**src/rtl/serial_pattern_detector.sv**
```systemverilog
// Serial pattern detector: shifts in one bit per accepted clock, flags every
// occurrence (overlapping included) of PATTERN and keeps a saturating count.
module serial_pattern_detector #(
  parameter int                   PATTERN_W = 4,
  parameter logic [PATTERN_W-1:0] PATTERN   = 4'b1011,
  parameter int                   CNT_W     = 8
) (
  input  logic             clk,
  input  logic             rst_n,
  input  logic             clear,
  input  logic             in_valid,
  input  logic             in_bit,
  output logic             match,
  output logic [CNT_W-1:0] match_cnt,
  output logic             cnt_sat,
  output logic             filled
);

  localparam int FILL_W = $clog2(PATTERN_W + 1);
  // Fill count at which the history holds a full pattern's worth of bits.
  localparam logic [FILL_W-1:0] FILL_MAX = FILL_W'(PATTERN_W);
  // Fill count at which the bit being accepted completes a full window.
  localparam logic [FILL_W-1:0] FILL_ARM = FILL_W'(PATTERN_W - 1);
  localparam logic [CNT_W-1:0]  CNT_MAX  = {CNT_W{1'b1}};

  logic [PATTERN_W-1:0] hist_q, hist_d;
  logic [FILL_W-1:0]    fill_q, fill_d;
  logic                 match_q, match_d;
  logic [CNT_W-1:0]     match_cnt_q, match_cnt_d;
  logic                 cnt_sat_q, cnt_sat_d;
  logic                 filled_q, filled_d;
  logic [PATTERN_W-1:0] shift_hist_s;
  logic                 hit_s;

  // Next-state logic: clear wipes everything, an accepted bit shifts and
  // compares, an idle cycle holds state and drops the match pulse.
  always_comb begin
    hist_d       = hist_q;
    fill_d       = fill_q;
    match_d      = 1'b0;
    match_cnt_d  = match_cnt_q;
    cnt_sat_d    = cnt_sat_q;
    shift_hist_s = {hist_q[PATTERN_W-2:0], in_bit};
    hit_s        = 1'b0;

    if (clear) begin
      hist_d      = '0;
      fill_d      = '0;
      match_d     = 1'b0;
      match_cnt_d = '0;
      cnt_sat_d   = 1'b0;
    end else if (in_valid) begin
      hist_d = shift_hist_s;
      if (fill_q != FILL_MAX) begin
        fill_d = fill_q + FILL_W'(1);
      end else begin
        fill_d = fill_q;
      end
      // The fill guard keeps reset zeros in the history from ever
      // completing a pattern.
      hit_s   = (fill_q >= FILL_ARM) && (shift_hist_s == PATTERN);
      match_d = hit_s;
      if (hit_s) begin
        if (match_cnt_q != CNT_MAX) begin
          match_cnt_d = match_cnt_q + CNT_W'(1);
        end else begin
          cnt_sat_d = 1'b1;
        end
      end else begin
        match_cnt_d = match_cnt_q;
      end
    end else begin
      match_d = 1'b0;
    end

    filled_d = (fill_d == FILL_MAX);
  end

  // State and output registers with synchronous active-low reset.
  always_ff @(posedge clk) begin
    if (!rst_n) begin
      hist_q      <= '0;
      fill_q      <= '0;
      match_q     <= 1'b0;
      match_cnt_q <= '0;
      cnt_sat_q   <= 1'b0;
      filled_q    <= 1'b0;
    end else begin
      hist_q      <= hist_d;
      fill_q      <= fill_d;
      match_q     <= match_d;
      match_cnt_q <= match_cnt_d;
      cnt_sat_q   <= cnt_sat_d;
      filled_q    <= filled_d;
    end
  end

  assign match     = match_q;
  assign match_cnt = match_cnt_q;
  assign cnt_sat   = cnt_sat_q;
  assign filled    = filled_q;

endmodule

```
**config.mk**
```make
export PLATFORM = sky130hd
export DESIGN_NAME = serial_pattern_detector
export DESIGN_NICKNAME = d
export VERILOG_FILES = /design/src/rtl/serial_pattern_detector.sv
export SDC_FILE = /design/constraint.sdc
export NUM_CORES = 1
export LEC_CHECK = 0
export CORE_UTILIZATION = 49
export CTS_CLUSTER_SIZE = 25
export DETAILED_ROUTE_END_ITERATION = 7
export GPL_TIMING_DRIVEN = 1
export HOLD_SLACK_MARGIN = 0.03
export PLACE_DENSITY = 0.76
export SLEW_MARGIN = 20
export SYNTH_ARGS = -nofsm -noshare
export SYNTH_HDL_FRONTEND = slang
export SYNTH_SLANG_ARGS = --single-unit
```
**constraint.sdc**
```tcl
create_clock -name clk -period 2.3 [get_ports clk]
set_input_delay 0.345 -clock clk [delete_from_list [all_inputs] [get_ports clk]]
set_output_delay 0.345 -clock clk [all_outputs]
set_load 0.03 [all_outputs]
```
# Word-level counts from Yosys, hierarchy flattened
# Index checks and enable logic that the tools add are counted.
# word_totals
output_inout_bits	11
reg_bits	17
# op_classes
magnitude_cmp	1
bitwise	3
add_sub_neg	2
n_reduce_logical	5
n_eq_ne	4
n_mux	3
# ops
operator	count
2-to-1 mux 3 bit	3
adder 8 x 1 -> 8 bit (second input constant)	1
!= test 8 bit (second input constant)	1
AND reduction 3 bit	2
== test 4 bit (second input constant)	1
adder 3 x 1 -> 3 bit (second input constant)	1
== test 3 bit (second input constant)	1
>= comparator 3 x 2 -> 1 bit (second input constant)	1
!= test 3 bit (second input constant)	1
NOT 1 bit	3
OR reduction 3 bit	1
OR reduction 2 bit	1
logical AND 1 bit	1

# Longest topological paths before layout
# logic_depth
word_depth	5
ltp_mapped	7

# Worst setup path after synthesis
# Ideal clock, no wire load.
# synth_timing
path_type	register to register
startpoint	register fill_q[1]
endpoint	register match_cnt_q[5], in the netlist match_cnt[5]
slack_ns	0.447
setup_time_ns	0.072
n_path_buf	1
t_arrival_ns	1.782
path_stages_with_launch	8
cell_sequence	dfxtp_1 -> ha_1 -> ha_1 -> a211oi_1 -> or4_4 -> buf_2 -> nor4_2 -> mux2i_1
# synth_between
elab_chain_cells	3
# synth_rtl
item	line_no	rtl
start: declaration	27	logic [FILL_W-1:0] fill_q, fill_d;
start signal: assignment	90	fill_q <= fill_d;
>= comparator 3 x 2 -> 1 bit	61	hit_s = (fill_q >= FILL_ARM) && (shift_hist_s == PATTERN);
logical AND 1 bit	61	
AND reduction 3 bit (no line)	n/a	
end signal: assignment	92	match_cnt_q <= match_cnt_d;
end: declaration	29	logic [CNT_W-1:0] match_cnt_q, match_cnt_d;
# Every way passes these cells.
# A chain may end at the register's enable or synchronous reset.

# Final worst setup path
# layout_timing
startpoint	register fill_q[1]
endpoint	register match_cnt_q[6], in the netlist match_cnt[6]
# The elaborated chain is that of the path after synthesis.

==> flow_summary.rst <==
.. list-table::
   :header-rows: 1

   * - Metric
     - Value
   * - Run status
     - finished, final reports clean
   * - Hold-fix buffers at CTS
     - 0
   * - Flop and latch count out of synthesis
     - 17
   * - Total congestion overflow after global routing
     - 0
   * - Dpl cells
     - 121
   * - RSZ-0062 raised after global routing
     - no
   * - Syn Nets
     - 101
   * - Area of the core
     - 1541 um2
   * - Largest driver fanout on the critical path
     - 12
   * - Transition time at the pin with the least slew margin
     - 518.3 ps
   * - Final worst clock skew
     - 4.222 ps
   * - Number of antenna violations at the first check in global routing
     - 0
   * - Placement row count
     - 14
   * - Count of buffers from port buffering
     - 15
   * - Normalized max-slew margin
     - 0.6545
   * - First-pass GRT wire length
     - 2532 um
   * - Post-synthesis cell type with the largest combined area
     - dfxtp_1
   * - Yosys warnings
     - 0
   * - Startpoint type of the worst setup path
     - flop
   * - Die width
     - 43.05 um
   * - Fill cell total of the finished layout
     - 143
   * - Per-instance average area after synthesis
     - 8.976 um2
   * - Util after Layout
     - 0.6575
   * - Drc violations
     - 0
   * - CTS H-tree lvls
     - 1
   * - Gp weighted congestion
     - 0.8317
   * - Cell leakage power
     - 0.3438 nW
   * - DR vias/cell
     - 5.880
   * - Violation count after the first detailed-routing iteration
     - 5
   * - Maximum number of pins on one net before global-route repair
     - 15
   * - Setup violations, final
     - 0
   * - CTS-repair resized insts
     - 0
   * - Total power
     - 0.4914 mW
   * - Nets@finish
     - 119
   * - Max Clk Rate
     - 0.4892 GHz
   * - Synth Flop Type
     - dfxtp_1
   * - CTS tree
     - yes
   * - Final number of hold-violating endpoints
     - 0
   * - Total wirelength of the detailed-routed design
     - 1578 um
   * - Full die area
     - 1853 um2
   * - Final-report max-slew violation count
     - 0
   * - Number of max-cap violations
     - 0
   * - Overall fraction of global-route tracks in use
     - 0.1791
   * - Most used cells in the layout excluding fill and tap cells
     - 17 x dfxtp_1, 15 x clkdlybuf4s50_1, 9 x nand2_1
   * - Number of iterations in the first detailed-routing pass
     - 4
   * - Synth-to-Final Area Change
     - 22.73%
   * - Number of distinct library cells after synthesis
     - 29
   * - Clock tree sinks
     - 17
   * - Final worst slack
     - 255.8 ps
   * - Hold Path Class
     - reg -> reg
   * - Cell types occupying the most area after synthesis
     - dfxtp_1 41%, ha_1 6.1%, mux2i_1 6.1%, a21oi_1 4.8%, nand2_1 4.1%
   * - Number of standard cells after synthesis
     - 92
   * - Dpl ws
     - 13.99 ps
   * - Clock edge transition at the registers on the reported setup and hold paths
     - 100 ps
   * - Pwr/cell area
     - 484.9 nW/um2
   * - Antenna cell count
     - 0
   * - Wire per inst
     - 12.62 um
   * - CTS Buffer Depth
     - 2
   * - Share of post-route cells with drive strength above 1
     - 0.07339
   * - Total via count in the routed design
     - 735
   * - Commonest non-fill, non-tap cell in the layout
     - dfxtp_1
   * - Total negative slack
     - 0 ps
   * - Crit Path Class
     - reg -> reg
   * - Via count of the first global-routing pass
     - 566
   * - Area share of the leading cell type in the synthesized netlist
     - 0.4121
   * - Final critical-path share of the clock period
     - 0.8888
   * - Synth async-reset ratio
     - 0
   * - Die Y-Extent
     - 43.05 um
   * - Sequential element share of the synthesized area
     - 0.4121
   * - Root buf cell
     - clkbuf_4
   * - Post-CTS Setup Inserts
     - 0
   * - Worst hold-check slack
     - 503.3 ps
   * - Initial standard-cell utilization of the core
     - 0.5357
   * - Endpoint arrival time on the critical path
     - 2260 ps
   * - Maximum vdd ir drop
     - 0.0003138 V
   * - Endpoint required time on the critical path
     - 2520 ps
   * - Post-DRT Antenna Nets
     - 0
   * - Post-route cell area
     - 1013 um2
   * - Number of ports placed on the die boundary
     - 16
   * - Final critical delay including setup and external delays
     - 2044 ps
   * - Total cell area at the placement stage
     - 987.2 um2
   * - Type of element capturing the critical path
     - flop
   * - Placed wire-length estimate
     - 1128 um
   * - Post-Syn Area
     - 825.8 um2
   * - Number of enable-type register cells in the synthesized netlist
     - 0
   * - Final Instance Count excl. Fillers
     - 125
   * - Inserted Clock Buffers
     - 3
   * - Insertion delay of the later-clocked pin in the worst-skew pair
     - 290 ps
synth_stat cells (2+ instances only):
| library cell | instances |
|---|---|
| a21oi_1 | 8 |
| or3_1 | 2 |
| or4_1 | 3 |
| nand2_1 | 9 |
| mux2i_1 | 5 |
| nand3_1 | 3 |
| dfxtp_1 | 17 |
| nand2b_1 | 3 |
| o41ai_1 | 2 |
| nor2_1 | 7 |
| inv_1 | 5 |
| and4_1 | 2 |
| o31ai_1 | 3 |
| nor3_1 | 2 |
| ha_1 | 4 |
| xnor2_1 | 2 |
| o21ai_0 | 2 |
| clkbuf_1 | 2 |
report_power, final:
part / total [mW] / internal (mW) / switching, mW
clock network: 0.163 / 0.0675 / 0.0951
registers: 0.299 / 0.296 / 0.00230
logic: 0.0303 / 0.0145 / 0.0158
cells by family (layout without fill, tap and decap cells):
logic type,count (synthesis),after routing,share of synthesized area
fa+ha+maj,4,4,0.06061
simple gates,37,37,0.2546
compound gates,18,18,0.1394
buf+inv,9,26,0.05151
mux,5,5,0.06061
xor+xnor,2,2,0.02122
flops,17,17,0.4121
registers in the layout, summed over array words and instances, names as in the netlist:
register,count
fill_q,3
filled,1
match,1
cnt_sat,1
match_cnt,8
hist_q,3
worst max-delay path, stage by stage (launching register included):
cell	delay [ps]
dfxtp_1	420
ha_1	170
ha_1	140
a211oi_1	60
or4_4	510
or4_1	530
a21oi_1	150
metal layers:
metal	wire length, um	track usage
met4	24	0.07273
met5	0	0
met3	75	0.04255
met2	667	0.2424
met1	810	0.2691
final timing paths:
kind,slack [ps],start,cells after the start,end
max,260,fill_q[1],6,match_cnt[6]
min,500,match_cnt[6],2,match_cnt[6]
max reg2reg,260,fill_q[1],6,match_cnt[6]
min reg2reg,500,match_cnt[6],2,match_cnt[6]
final cells by class:
type,count,area (um2),share of cell area
Tap cell,16,20.02,0.01975
Timing Repair Buffer,17,165.2,0.1630
Sequential cell,17,340.3,0.3358
Clock buffer,4,26.28,0.02593
Inverter,5,18.77,0.01852
Multi-Input combinational cell,66,442.9,0.4370
(Power assumes the default switching activity.)
